[src/rtl/counter_wrap_monitor_pkg.sv]
// Shared definitions for the counter wrap monitor: FSM states, overflow timing modes, default widths.
package counter_mon_pkg;

    localparam int unsigned CNT_W_DEF   = 4;
    localparam int unsigned EPOCH_W_DEF = 8;
    localparam int unsigned ERRC_W_DEF  = 8;

    localparam int unsigned OVF_AT_MAX     = 0;
    localparam int unsigned OVF_AFTER_WRAP = 1;

    typedef enum logic [1:0] {
        MON_IDLE   = 2'd0,
        MON_TRACK  = 2'd1,
        MON_RESYNC = 2'd2
    } mon_state_t;

    // Two independent fault pulses in one sample each count once.
    function automatic logic [1:0] err_inc(input logic seq_fault, input logic ovf_fault);
        return {1'b0, seq_fault} + {1'b0, ovf_fault};
    endfunction

endpackage

[src/rtl/counter_wrap_monitor_if.sv]
// Observation bus from the 4-bit up-counter (and its control inputs) into the wrap monitor.
interface counter_wrap_monitor_if
    import counter_mon_pkg::*;
#(
    parameter int unsigned CNT_W = CNT_W_DEF
);
    logic             cnt_reset;
    logic             enable;
    logic [CNT_W-1:0] counter_in;
    logic             overflow_in;

    modport master (output cnt_reset, enable, counter_in, overflow_in);
    modport slave  (input  cnt_reset, enable, counter_in, overflow_in);
endinterface

[src/rtl/counter_wrap_monitor_sat_counter.sv]
// Saturating up-counter with 0/1/2 increment and synchronous clear; used for the error tally.
module sat_counter #(
    parameter int unsigned W = 8
) (
    input  logic         clk,
    input  logic         reset,
    input  logic         clear,
    input  logic [1:0]   inc,
    output logic [W-1:0] count
);

    logic [W:0] sum;

    assign sum = {1'b0, count} + {{(W-1){1'b0}}, inc};

    always_ff @(posedge clk or posedge reset) begin
        if (reset) begin
            count <= '0;
        end else if (clear) begin
            count <= '0;
        end else if (sum[W]) begin
            count <= '1;
        end else begin
            count <= sum[W-1:0];
        end
    end

endmodule

[src/rtl/counter_wrap_monitor.sv]
// Step checker for the enable-gated up-counter: epoch tracking, fault pulses, sticky flag, error tally.
// Optional fault capture registers are built when COUNTER_WRAP_MONITOR_CAPTURE_EN is defined.
module counter_wrap_monitor
    import counter_mon_pkg::*;
#(
    parameter int unsigned CNT_W    = CNT_W_DEF,
    parameter int unsigned EPOCH_W  = EPOCH_W_DEF,
    parameter int unsigned ERRC_W   = ERRC_W_DEF,
    parameter int unsigned OVF_MODE = OVF_AT_MAX
) (
    input  logic                   clk,
    input  logic                   reset,
    counter_wrap_monitor_if.slave  mon,
    input  logic                   clear,
    output logic [EPOCH_W-1:0]     epoch_out,
    output logic                   wrap_pulse,
    output logic                   err_seq,
    output logic                   err_ovf,
    output logic                   err_sticky,
    output logic [ERRC_W-1:0]      err_count,
    output logic [1:0]             state_out,
    output logic [CNT_W-1:0]       cap_expected,
    output logic [CNT_W-1:0]       cap_observed
);

    localparam logic [CNT_W-1:0]   CNT_MAX   = '1;
    localparam logic [CNT_W-1:0]   CNT_ONE   = {{(CNT_W-1){1'b0}}, 1'b1};
    localparam logic [EPOCH_W-1:0] EPOCH_ONE = {{(EPOCH_W-1){1'b0}}, 1'b1};

    mon_state_t       state;
    logic [CNT_W-1:0] prev_cnt;
    logic             prev_en;
    logic             just_wrapped;

    logic             checking;
    logic [CNT_W-1:0] exp_cnt;
    logic             exp_ovf;
    logic             seq_fault;
    logic             ovf_fault;
    logic             wrap_hit;
    logic [1:0]       err_step;

    // Faults are decided combinationally from the current sample so that the
    // pulses and the error tally both land on the same edge.
    always_comb begin
        checking = (state == MON_TRACK) && !mon.cnt_reset;
        exp_cnt  = prev_en ? (prev_cnt + CNT_ONE) : prev_cnt;
        if (OVF_MODE == OVF_AFTER_WRAP) begin
            exp_ovf = just_wrapped;
        end else begin
            exp_ovf = (mon.counter_in == CNT_MAX);
        end
        seq_fault = checking && (mon.counter_in != exp_cnt);
        ovf_fault = checking && (mon.overflow_in != exp_ovf);
        wrap_hit  = checking && prev_en && (prev_cnt == CNT_MAX) && (mon.counter_in == '0);
        err_step  = err_inc(seq_fault, ovf_fault);
    end

    always_ff @(posedge clk or posedge reset) begin
        if (reset) begin
            state        <= MON_IDLE;
            prev_cnt     <= '0;
            prev_en      <= 1'b0;
            just_wrapped <= 1'b0;
            wrap_pulse   <= 1'b0;
            err_seq      <= 1'b0;
            err_ovf      <= 1'b0;
            err_sticky   <= 1'b0;
            epoch_out    <= '0;
        end else begin
            wrap_pulse <= wrap_hit;
            err_seq    <= seq_fault;
            err_ovf    <= ovf_fault;

            if (clear) begin
                epoch_out  <= '0;
                err_sticky <= 1'b0;
            end else begin
                if (wrap_hit) begin
                    epoch_out <= epoch_out + EPOCH_ONE;
                end
                if (seq_fault || ovf_fault) begin
                    err_sticky <= 1'b1;
                end
            end

            if (mon.cnt_reset) begin
                state        <= MON_IDLE;
                just_wrapped <= 1'b0;
            end else begin
                case (state)
                    MON_IDLE, MON_RESYNC: begin
                        state        <= MON_TRACK;
                        prev_cnt     <= mon.counter_in;
                        prev_en      <= mon.enable;
                        just_wrapped <= 1'b0;
                    end
                    MON_TRACK: begin
                        state        <= seq_fault ? MON_RESYNC : MON_TRACK;
                        prev_cnt     <= mon.counter_in;
                        prev_en      <= mon.enable;
                        just_wrapped <= wrap_hit;
                    end
                    default: begin
                        state <= MON_IDLE;
                    end
                endcase
            end
        end
    end

    assign state_out = state;

    sat_counter #(
        .W (ERRC_W)
    ) u_err_cnt (
        .clk   (clk),
        .reset (reset),
        .clear (clear),
        .inc   (err_step),
        .count (err_count)
    );

`ifdef COUNTER_WRAP_MONITOR_CAPTURE_EN
    logic cap_done;

    always_ff @(posedge clk or posedge reset) begin
        if (reset) begin
            cap_done     <= 1'b0;
            cap_expected <= '0;
            cap_observed <= '0;
        end else if (clear) begin
            cap_done     <= 1'b0;
            cap_expected <= '0;
            cap_observed <= '0;
        end else if (seq_fault && !cap_done) begin
            cap_done     <= 1'b1;
            cap_expected <= exp_cnt;
            cap_observed <= mon.counter_in;
        end
    end
`else
    assign cap_expected = '0;
    assign cap_observed = '0;
`endif

endmodule

[src/flat_wrapper.sv]
// flat-port wrapper written by rule: the top's interface ports become plain ports
module counter_wrap_monitor_flat import counter_mon_pkg::*;
#(
    parameter int unsigned CNT_W    = CNT_W_DEF,
    parameter int unsigned EPOCH_W  = EPOCH_W_DEF,
    parameter int unsigned ERRC_W   = ERRC_W_DEF,
    parameter int unsigned OVF_MODE = OVF_AT_MAX
)
  (clk, reset, clear, epoch_out, wrap_pulse, err_seq, err_ovf, err_sticky, err_count, state_out, cap_expected, cap_observed, mon_cnt_reset, mon_enable, mon_counter_in, mon_overflow_in);
  counter_wrap_monitor_if #(.CNT_W(CNT_W)) mon_i ();
  input  logic clk;
  input  logic reset;
  input  logic clear;
  output logic [EPOCH_W-1:0] epoch_out;
  output logic wrap_pulse;
  output logic err_seq;
  output logic err_ovf;
  output logic err_sticky;
  output logic [ERRC_W-1:0] err_count;
  output logic [1:0] state_out;
  output logic [CNT_W-1:0] cap_expected;
  output logic [CNT_W-1:0] cap_observed;
  input wire logic [$bits(mon_i.cnt_reset)-1:0] mon_cnt_reset;
  input wire logic [$bits(mon_i.enable)-1:0] mon_enable;
  input wire logic [$bits(mon_i.counter_in)-1:0] mon_counter_in;
  input wire logic [$bits(mon_i.overflow_in)-1:0] mon_overflow_in;
  assign mon_i.cnt_reset = mon_cnt_reset;
  assign mon_i.enable = mon_enable;
  assign mon_i.counter_in = mon_counter_in;
  assign mon_i.overflow_in = mon_overflow_in;
  counter_wrap_monitor #(.CNT_W(CNT_W), .EPOCH_W(EPOCH_W), .ERRC_W(ERRC_W), .OVF_MODE(OVF_MODE)) u_core (.clk(clk), .reset(reset), .mon(mon_i), .clear(clear), .epoch_out(epoch_out), .wrap_pulse(wrap_pulse), .err_seq(err_seq), .err_ovf(err_ovf), .err_sticky(err_sticky), .err_count(err_count), .state_out(state_out), .cap_expected(cap_expected), .cap_observed(cap_observed));
endmodule
[config.mk]
export PLATFORM = sky130hd
export DESIGN_NAME = counter_wrap_monitor_flat
export DESIGN_NICKNAME = d
export VERILOG_FILES = /design/src/rtl/counter_wrap_monitor_pkg.sv /design/src/rtl/counter_wrap_monitor_if.sv /design/src/rtl/counter_wrap_monitor_sat_counter.sv /design/src/rtl/counter_wrap_monitor.sv /design/src/flat_wrapper.sv
export SDC_FILE = /design/constraint.sdc
export NUM_CORES = 1
export LEC_CHECK = 0
export BUFFER_PORTS_ARGS = -buffer_cell sky130_fd_sc_hd__clkbuf_2
export CAP_MARGIN = 20
export CORE_UTILIZATION = 35
export CTS_BUF_LIST = sky130_fd_sc_hd__clkbuf_8 sky130_fd_sc_hd__clkbuf_16
export CTS_CLUSTER_DIAMETER = 30
export DETAILED_ROUTE_END_ITERATION = 7
export PLACE_DENSITY = 0.53
export REMOVE_ABC_BUFFERS = 1
export SKIP_LAST_GASP = 1
export SLEW_MARGIN = 20
export SYNTH_ARGS = -nofsm -noshare
export SYNTH_HDL_FRONTEND = slang
export SYNTH_SLANG_ARGS = --single-unit
[constraint.sdc]
create_clock -name clk -period 3.9 [get_ports clk]
set_clock_uncertainty 0.1 [all_clocks]
set_input_delay 0.39 -clock clk [delete_from_list [all_inputs] [get_ports clk]]
set_output_delay 0.39 -clock clk [all_outputs]
set_load 0.01 [all_outputs]
After elaboration in Yosys (flattened, before gate mapping)
Index checks and enable logic that the tools add are counted.
{ "totals": {"regBits": 27, "input_bits": 10, "output_inout_bits": 30, "word_cells": 45} }
{ "classes": {"n_addsub": 4, "eq_ne": 6, "muxes": 10, "bitwise_logic": 1, "reduce_logical": 15} }
{ "ops": {"columns": ["cell", "n"], "rows": [
  ["$mux 8", 4],
  ["$add 8x2->9", 1],
  ["$add 8x1->8 const B", 1],
  ["$eq 4x4->1 const B", 2],
  ["$logic_and 1x1->1", 6],
  ["$add 4x1->4 const B", 1],
  ["$logic_not 4->1", 1],
  ["$mux 2", 2],
  ["$mux 4", 1],
  ["$ne 4x4->1", 1],
  ["$pmux 2 s2", 1],
  ["$reduce_bool 2->1", 2],
  ["$reduce_or 3->1", 1],
  ["$add 1x1->2", 1],
  ["$eq 2x1->1 const B", 1],
  ["$eq 2x2->1 const B", 1],
  ["$logic_not 2->1", 1],
  ["$mux 1", 2],
  ["$reduce_and 2->1", 1],
  ["$reduce_or 2->1", 1],
  ["$logic_not 1->1", 1],
  ["$logic_or 1x1->1", 1],
  ["$ne 1x1->1", 1],
  ["$not 1->1", 1]
]} }

Depth between registers and ports, before layout
Gate-level depths: netlist (run 1).
{ "logic_depth": {"depth_word": 8, "depth_mapped": 12, "mapped_depth_nobuf": 12} }

Modules after synthesis
From an unflattened synthesis (run 1), not the netlist that was laid out.
{ "hier_totals": {"cells_unflattened": 140, "area_unflattened_um2": 1502.7} }
{ "by_module_without_submodules": {"columns": ["mod", "n_inst", "cells_each", "area_per_inst_um2", "seq_area_each_um2"], "rows": [
  ["counter_wrap_monitor", 1, 95, 1061.0, 475.5],
  ["sat_counter", 1, 45, 441.7, 200.2]
]} }

Least setup slack after synthesis (run 1)
OpenSTA, ideal clock, no wires.
{ "synth_path": {"path_kind": "reg-to-reg", "from": "register u_core.prev_cnt[0]", "to": "register u_core.u_err_cnt.count[0]", "setup_ns": 0.079, "arrival_time_ns": 2.533, "required_time_ns": 3.721, "setup_slack_ns": 1.188, "path_stages_with_launch": 13, "path_buffers": 0, "period_less_slack_ns": 2.712, "cell_sequence": "dfrtp_1 > ha_1 > mux2i_1 > xor2_1 > a41oi_1 > inv_1 > fa_1 > inv_1 > ha_1 > inv_1 > nor2_1 > nand4_1 > a21oi_1"} }
{ "synth_via": {"elab_chain_len": 8} }
{ "synth_rtl": {"columns": ["element", "line", "rtl"], "rows": [
  ["start, declared", "counter_wrap_monitor.sv:31", "logic [CNT_W-1:0] prev_cnt;"],
  ["start signal, assigned", "counter_wrap_monitor.sv:94", "prev_cnt <= mon.counter_in;"],
  ["start signal, assigned", "counter_wrap_monitor.sv:100", "prev_cnt <= mon.counter_in;"],
  ["$add 4x1->4", "counter_wrap_monitor.sv:47", "exp_cnt = prev_en ? (prev_cnt + CNT_ONE) : prev_cnt;"],
  ["$mux 4 (*)", "counter_wrap_monitor.sv:47", null],
  ["$ne 4x4->1 (*)", "counter_wrap_monitor.sv:53", "seq_fault = checking && (mon.counter_in != exp_cnt);"],
  ["$logic_and 1x1->1 (*)", "counter_wrap_monitor.sv:53", null],
  ["via u_core.seq_fault", "counter_wrap_monitor.sv:38", "logic seq_fault;"],
  ["$add 1x1->2 (*)", "counter_wrap_monitor_pkg.sv:19", "return {1'b0, seq_fault} + {1'b0, ovf_fault};"],
  ["$add 8x2->9 (*)", "counter_wrap_monitor_sat_counter.sv:14", "assign sum = {1'b0, count} + {{(W-1){1'b0}}, inc};"],
  ["$mux 8 (*)", "counter_wrap_monitor_sat_counter.sv:21", "end else if (sum[W]) begin"],
  ["$mux 8 (*)", "counter_wrap_monitor_sat_counter.sv:19", "end else if (clear) begin"],
  ["end signal, assigned", "counter_wrap_monitor_sat_counter.sv:24", "count <= sum[W-1:0];"],
  ["end, declared", "counter_wrap_monitor_sat_counter.sv:9", "output logic [W-1:0] count"]
]} }
Mark *: on every way through the listed nets, which the timed path passes. The rest lies on a longest branch.
A chain may end at the register's enable or synchronous reset.

Worst setup path after layout (run 1)
{ "layout_path": {"from": "register u_core.prev_cnt[0]", "to": "register u_core.u_err_cnt.count[1]"} }
The elaborated chain is that of the path after synthesis.

==> flow_summary_export.csv, run 1 <==
group,metric,value,unit
placement,detailed_place_hpwl,2030,um
logic_synthesis,synth-edff-count,0,
finish,syn_to_final_growth,14.4,%
run_status,status,"finished, final reports clean",
global_route,grt_usage,0.136,
global_route,antenna_found_initial,0,
power,p_leak,0.768,nW
finish,fillers,386,
clocking,cts_resized,0,
die,num_io_pins,40,
timing,tightest_slew,568,ps
finish,final-seq-area,676,um2
clocking,cts.clk_slew.worst_paths,100,ps
finish,final_cell_mix,"clkbuf_2 (31), dfrtp_1 (27), a21oi_1 (12), nor2_1 (9), conb_1 (8)",
die,core_area,3800,um2
detailed_routing,dr.pass1.iters,4,
critical_path,worst_setup_path_end_kind,"flip-flop",
detailed_routing,antenna_left,0,
critical_path,worst-setup-path-type,"flip-flop to flip-flop",
global_route,grt_pass1_vias,955,
finish,fin_util,0.434,
finish,insertedDiodeCount,0,
timing,fin_crit_sh,0.784,
detailed_routing,drt_wl_total,2660,um
finish,multi_input_area,683,um2
logic_synthesis,ys_ff_latch,27,
detailed_routing,drc,0,
die,die_y,66.2,um
clocking,insertion_delay,280,ps
clocking,cts_root_buf,"clkbuf_8",
critical_path,startpoint_type,"flip-flop",
timing,tns,0,ps
logic_synthesis,syn_inst,136,
detailed_routing,drt_iter0_markers,54,
timing,fmax,327,MHz
die,die-width,66.2,um
finish,fin_nets,183,
clocking,holdBufCountCts,0,
die,rows,22,
logic_synthesis,synthArstFlopShare,1.00,
timing,min_period,3060,ps
critical_path,required,4000,ps
timing,rsz0062_at_grt,"no",
placement,gp_congestion,0.762,
critical_path,arrival,3160,ps
die,initial_core_util,0.380,
detailed_routing,post_drt_wl_per_cell,12.3,um
logic_synthesis,syn_area_per_cell,10.6,um2
finish,drive_gt1_frac,0.274,
timing,relSlewSlack,0.621,
global_route,grt_max_degree,28,
global_route,overflow,0,
run,maxCapViolCount,0,
placement,port_buffers,31,
logic_synthesis,synth-seq-area-share,0.468,
logic_synthesis,yosys.cell_types.count,37,
critical_path,crit_fanout,6,
detailed_routing,vias,1066,
hold_path,min_path_type,"input pin to asynchronous set/reset pin",
clocking,htreeDepth,1,
timing,setup_violations,0,
timing,maxSlewViolCount,0,
detailed_routing,vias_per_cell,4.94,
finish,final_common_cell,"clkbuf_2",
timing,hold_viol_final,0,
clocking,cts_buffers,3,
clocking,cts_tree,"built",
logic_synthesis,synth_ff_type,"dfrtp_1",
logic_synthesis,yosysWarnings,0,
logic_synthesis,syn-cell-area,1440,um2
clocking,postCtsSetupRepairBufs,0,
global_route,grt_pass1_wl,4500,um
power,ir_drop,0.170,mV
die,die_area,4380,um2
power,power.density,340,nW/um2
clocking,cts_buffer_depth,2,
clocking,cts.sinks,27,
-- logic make-up after synthesis --
group | after synthesis | share of synthesized area
xor gates and xnor gates | 14 | 0.0850
adders and majority gates | 4 | 0.0399
muxes | 6 | 0.0460
buffers and inverters | 18 | 0.0763
DFF | 27 | 0.468
and+or+nand+nor | 45 | 0.195
AOI/OAI and AO/OA | 21 | 0.0867
other | 1 | 0.00260
-- critical path: stages (launching register included) --
cell and delay [ps]:
dfrtp_1 430, ha_1 300, mux2i_1 170, xor2_1 120, a41oi_1 310, inv_1 90
fa_1 390, inv_1 80, ha_1 190, inv_1 50, nor2_1 230, nand4_1 290
a21oi_1 230
-- worst paths after layout --
| kind | from | endpoint | slack [ps] | depth (start not counted) |
|---|---|---|---|---|
| max | u_core.prev_cnt[0] | u_core.u_err_cnt.count[1] | 840 | 12 |
| min | reset | u_core.u_err_cnt.count[7] | 40 | 2 |
| max reg2reg | u_core.prev_cnt[0] | u_core.u_err_cnt.count[1] | 840 | 12 |
| min reg2reg | u_core.prev_cnt[3] | u_core.prev_cnt[3] | 460 | 1 |
| max in group asynchronous | reset | u_core.err_seq | 3280 | 2 |
| min in group clk | mon_enable | u_core.prev_en | 240 | 2 |
-- metrics by stage --
stage | cells | setup slack, ps | area (um2) | hold WS (ps) | power [mW]
final | 216 | 844 | 1650 | 39.6 | 0.561
after global routing | 216 | 566 | 1650 | 89.3 | 0.595
after CTS | 216 | 820 | 1650 | 245 | 0.567
after detailed placement | 212 | 862 | 1600 | 444 | 0.407
after global placement | 212 | 960 | 1600 | 432 | 0.404
after floorplan | 133 | 1190 | 1390 | 343 | 0.375
-- Yosys cell counts (all sizes together) (2+ instances only) --
library cell | instances | share of area
ha | 3 | 0.026
and4bb | 2 | 0.020
xnor2 | 7 | 0.042
a41oi | 2 | 0.012
a21oi | 12 | 0.042
nand2 | 7 | 0.018
buf | 9 | 0.047
nand4 | 7 | 0.030
or3 | 2 | 0.0087
nand2b | 3 | 0.013
nor2 | 9 | 0.023
o21ai | 2 | 0.0069
dfrtp | 27 | 0.47
and3 | 2 | 0.0095
mux2 | 5 | 0.039
xor2 | 7 | 0.042
nor3 | 2 | 0.0069
inv | 8 | 0.021
nor2b | 2 | 0.0087
nand3 | 4 | 0.023
-- state kept, by name (all words and copies together) (netlist names) --
signal	cells
u_core.err_ovf	1
u_core.prev_en	1
u_core.prev_cnt	4
u_core.err_sticky	1
u_core.epoch_out	8
u_core.wrap_pulse	1
u_core.u_err_cnt.count	8
u_core.state_out	2
u_core.err_seq	1
-- metal layers --
metal / wire length [um] / vias up / track usage
met1: 1210 / 516 / 0.165
met5: 0 / - / 0
met3: 124 / 2 / 0.0431
met4: 19 / 0 / 0.0319
met2: 1310 / 27 / 0.233
li1: - / 521 / -
-- area by class of cell --
class,count,area share
clock inverter,1,0.00303
timing repair buffer,31,0.0940
tap,48,0.0364
multi-input combinational,98,0.414
sequential,27,0.409
inverter,8,0.0182
clock buffer,3,0.0250
-- where the power goes --
part / total, mW / switching (mW) / internal (mW)
clock network: 0.161 / 0.0898 / 0.0717
registers: 0.309 / 0.0146 / 0.294
logic: 0.0905 / 0.0517 / 0.0389
No activity file was read; power rests on OpenSTA's default activity.
==> run 2: changes to the inputs <==
clock period = 3 ns   (was 3.9 ns; I/O delays follow)
==> flow_summary_export.csv, run 2 (same netlist as run 1, synthesis figures left out) <==
group,metric,value,unit
run_status,status,"finished, violations left",
run_status,violations,"negative hold slack",
finish,final_cell_mix,"clkbuf_2 (31), dfrtp_1 (27), a21oi_1 (11), nor2_1 (9)",
finish,final-seq-area,676,um2
clocking,htreeDepth,1,
placement,detailed_place_hpwl,2040,um
global_route,antenna_found_initial,0,
power,power.density,431,nW/um2
global_route,grt_pass1_wl,4680,um
power,p_leak,0.796,nW
timing,hold_viol_final,27,
die,initial_core_util,0.380,
timing,setup_violations,0,
detailed_routing,antenna_left,0,
timing,tightest_slew,571,ps
critical_path,required,3040,ps
detailed_routing,vias,1080,
power,sw_frac_of_total,0.273,
finish,fin_nets,188,
clocking,cts_buffers,3,
finish,reg_top3,"u_core.epoch_out x8, u_core.u_err_cnt.count x8, u_core.prev_cnt x4",
critical_path,crit_fanout,4,
timing,min_period,2750,ps
critical_path,arrival,2790,ps
timing,tns,0,ps
clocking,holdBufCountCts,0,
critical_path,worst-setup-path-type,"flip-flop to flip-flop",
die,die_area,4380,um2
die,num_io_pins,40,
power,power_frac_comb,0.181,
die,die-width,66.2,um
finish,insertedDiodeCount,0,
placement,post-place-ws,56.2,ps
clocking,cts_root_buf,"clkbuf_8",
global_route,grt_max_degree,28,
power,power.internal,0.534,mW
timing,maxSlewViolCount,0,
timing,hold_ws,-36.1,ps
timing,rsz0062_at_grt,"no",
clocking,cts.clk_slew.worst_paths,90,ps
power,power.switching,0.200,mW
detailed_routing,drt_wl_total,2730,um
clocking,cts_tree,"built",
finish,final_common_cell,"clkbuf_2",
hold_path,min_path_type,"input pin to asynchronous set/reset pin",
placement,port_buffers,31,
clocking,cts.sinks,27,
timing,setup_ws,245,ps
power,p_clk_frac,0.271,
die,die_y,66.2,um
timing,relSlewSlack,0.619,
power,ir_drop,0.229,mV
run,maxCapViolCount,0,
global_route,grt_usage,0.141,
global_route,grt_pass1_vias,1062,
timing,fmax,363,MHz
die,core_area,3800,um2
power,seqPwrFrac,0.547,
finish,multi_input_area,699,um2
critical_path,worst_setup_path_end_kind,"flip-flop",
timing,fin_crit_sh,0.918,
finish,syn_to_final_growth,18.0,%
global_route,overflow,0,
clocking,insertion_delay,270,ps
finish,final-instance-count-excl-fill,221,
clocking,cts_buffer_depth,2,
finish,fillers,391,
detailed_routing,drc,0,
placement,post-place-cells,214,
detailed_routing,dr.pass1.iters,4,
critical_path,startpoint_type,"flip-flop",
finish,drive_gt1_frac,0.306,
detailed_routing,vias_per_cell,4.89,
placement,gp_congestion,0.767,
detailed_routing,drt_iter0_markers,40,
detailed_routing,post_drt_wl_per_cell,12.3,um
finish,fin_util,0.448,
die,rows,22,
-- run 2: cell count changes in the layout (fill, tap and decap cells not counted) --
cell      change
a211oi_1      -1
a21oi_1       -1
a211oi_2      +1
inv_1         +1
a41oi_1       -1
clkinv_2      -1
a21oi_2       +1
a41oi_2       +1
buf_4         +5
-- run 2: layout make-up --
type,instances,share of cell area
well taps,48,0.0353
flip-flops and latches,27,0.397
inverters,8,0.0176
repair buffers,36,0.113
clock inverters,1,0.00220
multi-input cells,98,0.411
clock buffers,3,0.0242
-- run 2: worst max-delay path: stages, from the launching register on --
cell     delay (ps)
dfrtp_1         430
ha_1            300
mux2i_1         160
xor2_1          120
a41oi_2         180
inv_1            80
fa_1            400
inv_1            90
ha_1            200
inv_1            50
nor2_1          130
buf_4           140
and4b_1         190
nor3_1           50
-- run 2: final timing paths --
check | startpoint | to | slack, ps | cells after the start
max reg2reg | u_core.prev_cnt[0] | u_core.u_err_cnt.count[6] | 250 | 13
min | reset | u_core.epoch_out[5] | -40 | 2
max | u_core.prev_cnt[0] | u_core.u_err_cnt.count[6] | 250 | 13
min reg2reg | u_core.epoch_out[1] | u_core.epoch_out[1] | 460 | 2
max in group asynchronous | reset | u_core.wrap_pulse | 2460 | 2
min in group clk | mon_enable | u_core.prev_en | 160 | 2
-- run 2: per-stage QoR --
step / cell area, um2 / power (mW)
4_1_cts: 1660 / 0.733
3_5_place_dp: 1620 / 0.530
5_1_grt: 1700 / 0.784
6_report: 1700 / 0.734
3_3_place_gp: 1620 / 0.526
2_1_floorplan: 1390 / 0.488
-- run 2: repair_timing --
action                     in CTS  in global routing
setup endpoints to repair       0                  8
resized for setup               0                  3
setup buffers                   0                  3
-- run 2: power groups by stage --
| stage | Sequential (mW) | Combinational, mW | Clock (mW) |
|---|---|---|---|
| after global placement | 0.408 | 0.118 | 0 |
| final | 0.402 | 0.133 | 0.199 |
| after detailed placement | 0.409 | 0.121 | 0 |
| after floorplan | 0.410 | 0.0785 | 0 |
| after CTS | 0.401 | 0.122 | 0.209 |
| after global routing | 0.405 | 0.150 | 0.230 |
-- run 2: layer usage --
layer  track usage  up-vias  part of all wire
met2         0.250       27              0.50
met3        0.0414        2             0.045
li1              -      529                 -
met5             0        -                 0
met1         0.166      522              0.45
met4        0.0319        0            0.0059
